<file path="src/rtl/pipe_hazard_ctrl.sv">
// ---------------------------------------------------------------------------
// pipe_hazard_ctrl
//   Hazard controller for a 5-stage pipeline. It holds the front stages on a
//   load-use dependency, squashes the two younger instructions on a taken
//   branch/jump, and holds the pipeline while a multi-cycle mul/div op
//   occupies EXE. It also keeps a saturating count of PC stall cycles.
//
// Handshake / timing: every stall/flush control is combinational from the
//   current FSM state and the current-cycle inputs. The FSM state, md_cnt and
//   stall_cnt update on the rising edge of clk.
//
// Parameters
//   MD_LAT        total EXE occupancy (cycles) of a mul/div op, 2..16
// Ports
//   clk           clock, rising edge
//   rst           synchronous reset, active low
//   IFID_rs/rt    source registers of the instruction in ID
//   use_rs/rt     ID instruction actually reads rs / rt
//   IDEXE_DMRd    load type of the EXE instruction (0 = not a load)
//   IDEXE_rd      destination register of the EXE instruction
//   branch_taken  taken branch/jump resolved in EXE
//   md_start      mul/div op entering EXE this cycle
//   PC_stall .. EXEMEM_flush   stage hold / bubble controls
//   md_busy       FSM is in BUSY
//   md_done       pulse in the last cycle of a mul/div op
//   stall_cnt     saturating count of cycles with PC_stall high
// ---------------------------------------------------------------------------
module pipe_hazard_ctrl #(
    parameter int MD_LAT = 4
) (
    input  logic        clk,
    input  logic        rst,
    input  logic [4:0]  IFID_rs,
    input  logic [4:0]  IFID_rt,
    input  logic        use_rs,
    input  logic        use_rt,
    input  logic [3:0]  IDEXE_DMRd,
    input  logic [4:0]  IDEXE_rd,
    input  logic        branch_taken,
    input  logic        md_start,
    output logic        PC_stall,
    output logic        IFID_stall,
    output logic        IFID_flush,
    output logic        IDEXE_stall,
    output logic        IDEXE_flush,
    output logic        EXEMEM_flush,
    output logic        md_busy,
    output logic        md_done,
    output logic [15:0] stall_cnt
);

    typedef enum logic {IDLE = 1'b0, BUSY = 1'b1} state_t;

    // The start cycle and the final (md_cnt == 0) cycle are both part of
    // MD_LAT, so BUSY lasts MD_LAT-1 cycles.
    localparam logic [3:0] MD_LOAD = 4'(MD_LAT - 2);

    state_t     state;
    logic [3:0] md_cnt;
    logic       load_use;
    logic       md_go;

    // A write to r0 never creates a dependency.
    assign load_use = (IDEXE_DMRd != 4'b0000) && (IDEXE_rd != 5'd0) &&
                      ((use_rs && (IFID_rs == IDEXE_rd)) ||
                       (use_rt && (IFID_rt == IDEXE_rd)));

    assign md_go = (state == IDLE) && md_start && !branch_taken;

    // Priority: reset, then BUSY, then branch, then mul/div start, then load-use.
    always_comb begin
        PC_stall     = 1'b0;
        IFID_stall   = 1'b0;
        IFID_flush   = 1'b0;
        IDEXE_stall  = 1'b0;
        IDEXE_flush  = 1'b0;
        EXEMEM_flush = 1'b0;
        md_busy      = 1'b0;
        md_done      = 1'b0;
        if (rst) begin
            if (state == BUSY) begin
                PC_stall     = 1'b1;
                IFID_stall   = 1'b1;
                IDEXE_stall  = 1'b1;
                // Result leaves EXE only in the final cycle; bubbles before that.
                EXEMEM_flush = (md_cnt != 4'd0);
                md_done      = (md_cnt == 4'd0);
                md_busy      = 1'b1;
            end else if (branch_taken) begin
                IFID_flush   = 1'b1;
                IDEXE_flush  = 1'b1;
            end else if (md_start) begin
                PC_stall     = 1'b1;
                IFID_stall   = 1'b1;
                IDEXE_stall  = 1'b1;
                EXEMEM_flush = 1'b1;
            end else if (load_use) begin
                PC_stall     = 1'b1;
                IFID_stall   = 1'b1;
                IDEXE_flush  = 1'b1;
            end
        end
    end

    always_ff @(posedge clk) begin
        if (!rst) begin
            state     <= IDLE;
            md_cnt    <= 4'd0;
            stall_cnt <= 16'd0;
        end else begin
            case (state)
                IDLE: begin
                    if (md_go) begin
                        state  <= BUSY;
                        md_cnt <= MD_LOAD;
                    end
                end
                BUSY: begin
                    if (md_cnt == 4'd0) begin
                        state <= IDLE;
                    end else begin
                        md_cnt <= md_cnt - 4'd1;
                    end
                end
                default: state <= IDLE;
            endcase
            if (PC_stall && (stall_cnt != 16'hFFFF)) begin
                stall_cnt <= stall_cnt + 16'd1;
            end
        end
    end

endmodule

</file>
<file path="config.mk">
export PLATFORM = sky130hd
export DESIGN_NAME = pipe_hazard_ctrl
export DESIGN_NICKNAME = d
export VERILOG_FILES = /design/src/rtl/pipe_hazard_ctrl.sv
export SDC_FILE = /design/constraint.sdc
export NUM_CORES = 1
export LEC_CHECK = 0
export ABC_AREA = 1
export BUFFER_PORTS_ARGS = -buffer_cell sky130_fd_sc_hd__buf_2
export CELL_PAD_IN_SITES_DETAIL_PLACEMENT = 1
export CELL_PAD_IN_SITES_GLOBAL_PLACEMENT = 1
export CORE_UTILIZATION = 34
export DETAILED_ROUTE_END_ITERATION = 12
export HOLD_SLACK_MARGIN = 0.1
export PLACE_DENSITY_LB_ADDON = 0.08
export SLEW_MARGIN = 20
export SYNTH_ARGS = -nofsm -noshare
export SYNTH_HDL_FRONTEND = slang
export SYNTH_SLANG_ARGS = --single-unit
</file>
<file path="constraint.sdc">
create_clock -name clk -period 1.9 [get_ports clk]
set_clock_uncertainty 0.05 [all_clocks]
set_input_delay 0 -clock clk [delete_from_list [all_inputs] [get_ports clk]]
set_output_delay 0 -clock clk [all_outputs]
set_load 0.005 [all_outputs]
</file>
# ---- After elaboration in Yosys (flattened, before gate mapping)
# Cells that the tools add are included.
dict set report classes {
  add_sub_neg 2
  n_eq_ne 5
  muxes 28
  bitwise 1
  reduce_logical 14
}
# operator n
set ops {}
lappend ops {{1-bit two-way mux} 24}
lappend ops {{16-bit by 1-bit adder with 16-bit output (second input constant)} 1}
lappend ops {{16-bit inequality test (second input constant)} 1}
lappend ops {{5-bit == test} 2}
lappend ops {{4-bit two-way mux} 2}
lappend ops {{4-bit case mux with 2 select lines} 1}
lappend ops {{4-bit nonzero test} 2}
lappend ops {{1-bit logical AND} 7}
lappend ops {{5-bit nonzero test} 1}
lappend ops {{4-bit logical NOT} 1}
lappend ops {{2-bit inequality test (second input constant)} 2}
lappend ops {{4-bit by 1-bit subtractor with 4-bit output (second input constant)} 1}
lappend ops {{1-bit case mux with 2 select lines} 1}
lappend ops {{2-bit AND reduction} 1}
lappend ops {{1-bit logical NOT} 1}
lappend ops {{1-bit logical OR} 1}
lappend ops {{1-bit inverter} 1}
dict set report totals {
  register_bits 21
  output_inout_bits 24
  elab_cells 53
}

# ---- Logic depth before layout (Yosys ltp)
dict set report logic_depth {
  ltp_word 10
  mapped_depth 12
}

# ---- Worst setup path before layout
# OpenSTA, ideal clock, no wires.
dict set report synth_timing {
  path_kind {flip-flop to flip-flop}
  from {reg stall_cnt[0]}
  to {reg stall_cnt[0]}
  arrival_ns 1.496
  slack_ns 0.239
  stages_incl_launch_ff 10
  path_buffers 1
  synth_period_minus_slack_ns 1.661
  path_cell_list {dfxtp_1 > ha_1 > nand2_1 > nor2_4 > nand2_2 > nor2_4 > nand3b_4 > buf_2 > a21oi_1 > nor2_1}
}
dict set report synth_between {
  elab_chain_len 2
  word_cells_on_any_way 3
  cone_classes {add/sub: 1; eq/ne: 1; reduce/logical: 1}
}
# item line_no
set synth_rtl {}
lappend synth_rtl {{from (decl)} 49} ;# output logic [15:0] stall_cnt
lappend synth_rtl {{from (signal assigned)} 128} ;# stall_cnt <= stall_cnt + 16'd1;
lappend synth_rtl {{branches (longest 2 deep; another with 16-bit by 1-bit adder with 16-bit output)} --}
# Several ways; the timed one is not identified.
# A chain may end at the register's enable or synchronous reset.

# ---- Worst setup path after layout
# Same ends and word-level chain as after synthesis.

==> qor.txt <==
vias per cell: 4.75
DIE HEIGHT: 68.1 um
Std-Cell Rows: 23
TNS Setup: 0 ps
gpl congestion: 0.785
Detailed Routing Iterations Pass 1: 4
DP HPWL: 3.38 mm
Worst-Margin Slew: 338 ps
critical path fanouts, max: 9
status: finished clean
initial antenna violation count: 0
H-tree Lvls: 1
first-pass GRT wire length: 6.93 mm
largest cells by area after synthesis: dfxtp_1 (28%), nand2_1 (18%), nand3_1 (9.1%), nor2_1 (7.8%), inv_1 (6.8%)
Core Region: 4090 um^2
CP endpoint kind: flip-flop
# setup viols final: 0
crit share post-route: 91.6%
Core Util, Final: 46.4%
CP Class: reg2reg
Post-Syn Nets: 269
ANT cells: 0
Wirelength per Cell: 12.0 um
Clock Path Buffers: 2
Post-DRT Antenna Nets: 0
initial core utilization: 36.3%
Mapped Area: 1480 um^2
number of I/O pins: 49
Root Driver: clkbuf_8
vias: 1652
1st-iter DRT viols: 42
Post-Route WL: 4.19 mm
GRT Overall Usage: 19.9%
width of the die: 68.1 um
Leak: 0.973 nW
Main synth FF type: dfxtp_1
pwr/cell area: 511 nW/um^2
Port-buffer cells: 48
CTS tree: done
clk slew on worst S/H paths: 90 ps
clk_lat worst skew: 270 ps
Achievable Freq: 0.575 GHz
Mapped Cells: 241
max cap viols: 0
Synth top cells by count: nand2_1 (71), nor2_1 (31), inv_1 (27), nand3_1 (27), dfxtp_1 (21)
Slew Viols, Final: 0
Worst EP required: 2020 ps
vias in the first global route: 1577
area leader, netlist: dfxtp_1
number of synthesized register bits: 21
clock period minus worst slack: 1740 ps
layout net count: 327
count leader, synth: nand2_1
post-synthesis async set-or-reset flop share: 0%
Worst VDD drop: 0.338 mV
worst min path class: in2reg
yosys warns: 0
proportion of synthesized chip area in sequential cells: 28.3%
Worst slew margin: 77.4%
largest net degree at the start of global routing: 19
element type at the critical path start: flip-flop
Distinct cells, synth: 26
CP arrival: 1860 ps
Die Area: 4630 um^2
CTS Buf Count: 3
Post-synth EDFFs: 0
# DRC: 0
Layout area overhead: 27.9%
layout cells sized above 1: 27.2%
clk sinks: 21
final hold vios: 0
Congestion Overflow GR: 0
Synth Area per Inst: 6.16 um^2
post-synth top area share: 28.3%
kinds of logic (layout without fill, tap and decap cells):
| group | after synthesis | count (layout) | share of synthesized area (%) |
|---|---|---|---|
| buffers and inverters | 40 | 97 | 11.2 |
| adders and majority gates | 3 | 3 | 2.53 |
| and+or+nand+nor | 142 | 142 | 42.1 |
| DFF | 21 | 21 | 28.3 |
| xor gates and xnor gates | 12 | 12 | 7.08 |
| AOI/OAI and AO/OA | 23 | 23 | 8.77 |
area by class of cell:
cell class,instances,area (um^2)
clock buffer,3,41.3
clock inverter,1,7.51
fill,586,2190
inverter,33,124
multi-input combinational,180,905
sequential,21,422
tap,50,62.6
timing repair buffer,60,337
cell usage in the layout, fill, tap and decap left out:
master,synthesis,layout
xor2_1,10,10
clkinvlp_4,0,1
a21oi_2,3,3
nor2_4,2,2
a21oi_1,14,14
nand4_1,4,4
buf_4,1,10
inv_2,6,6
nand2_1,71,71
nand2_4,0,1
inv_1,27,27
nor2_2,1,1
nand2_2,2,1
a211oi_1,1,1
nor2_1,31,31
o21ai_1,1,1
dlygate4sd3_1,0,1
clkbuf_8,0,3
a31oi_1,1,1
buf_2,4,48
nor3_1,2,2
nor3_2,1,1
nand3b_4,1,1
buf_6,1,1
o21ai_0,3,3
ha_2,0,1
xnor2_1,2,2
ha_1,3,2
dfxtp_1,21,20
dfxtp_2,0,1
nand3_1,27,27
report_power, final:
part | switching, mW | internal [mW]
logic | 0.112 | 0.0756
registers | 0.0125 | 0.455
clock network | 0.167 | 0.149
final timing paths:
check,cells after the start,slack (ps),to,from
setup / recovery,9,160,stall_cnt[0],stall_cnt[0]
hold / removal,4,110,md_cnt[3],md_start
setup reg to reg,9,160,stall_cnt[0],stall_cnt[0]
hold reg to reg,2,450,stall_cnt[13],stall_cnt[13]
routing by layer:
layer | part of all wire (%) | track usage, % | up-vias
met5 | 0 | 0 | -
met4 | 0.69 | 3.91 | 0
met3 | 3.7 | 4.00 | 2
met2 | 46 | 34.2 | 30
met1 | 49 | 25.4 | 747
li1 | - | - | 873
repair_timing:
item	CTS	global route
hold buffers	1	0
gates resized for setup	0	4
setup buffers	0	1
endpoints found under the hold margin	6	0
endpoints found under the setup margin	0	15
worst max-delay path, stage by stage (launching register included):
cell and delay (ps):
dfxtp_2 380, ha_2 210, nand2_1 110, nor2_4 150, nand2_2 80, nor2_4 110
nand3b_4 160, buf_6 180, a21oi_1 150, nor2_1 70
state kept, by name (all words and copies together) (netlist names):
signal / flops
state: 1
md_cnt: 4
stall_cnt: 16
stage by stage:
stage / area, um^2 / cells / total power [mW] / hold WS, ps / setup WS, ps
after floorplan: 1480 / 241 / 0.590 / 65.5 / 239
after global placement: 1820 / 342 / 0.657 / 280 / 166
after detailed placement: 1820 / 342 / 0.664 / 292 / 55.8
after CTS: 1880 / 347 / 0.982 / 101 / 28.3
after global routing: 1900 / 348 / 1.02 / 166 / -4.99
final: 1900 / 348 / 0.969 / 107 / 160
(Power assumes the default switching activity.)
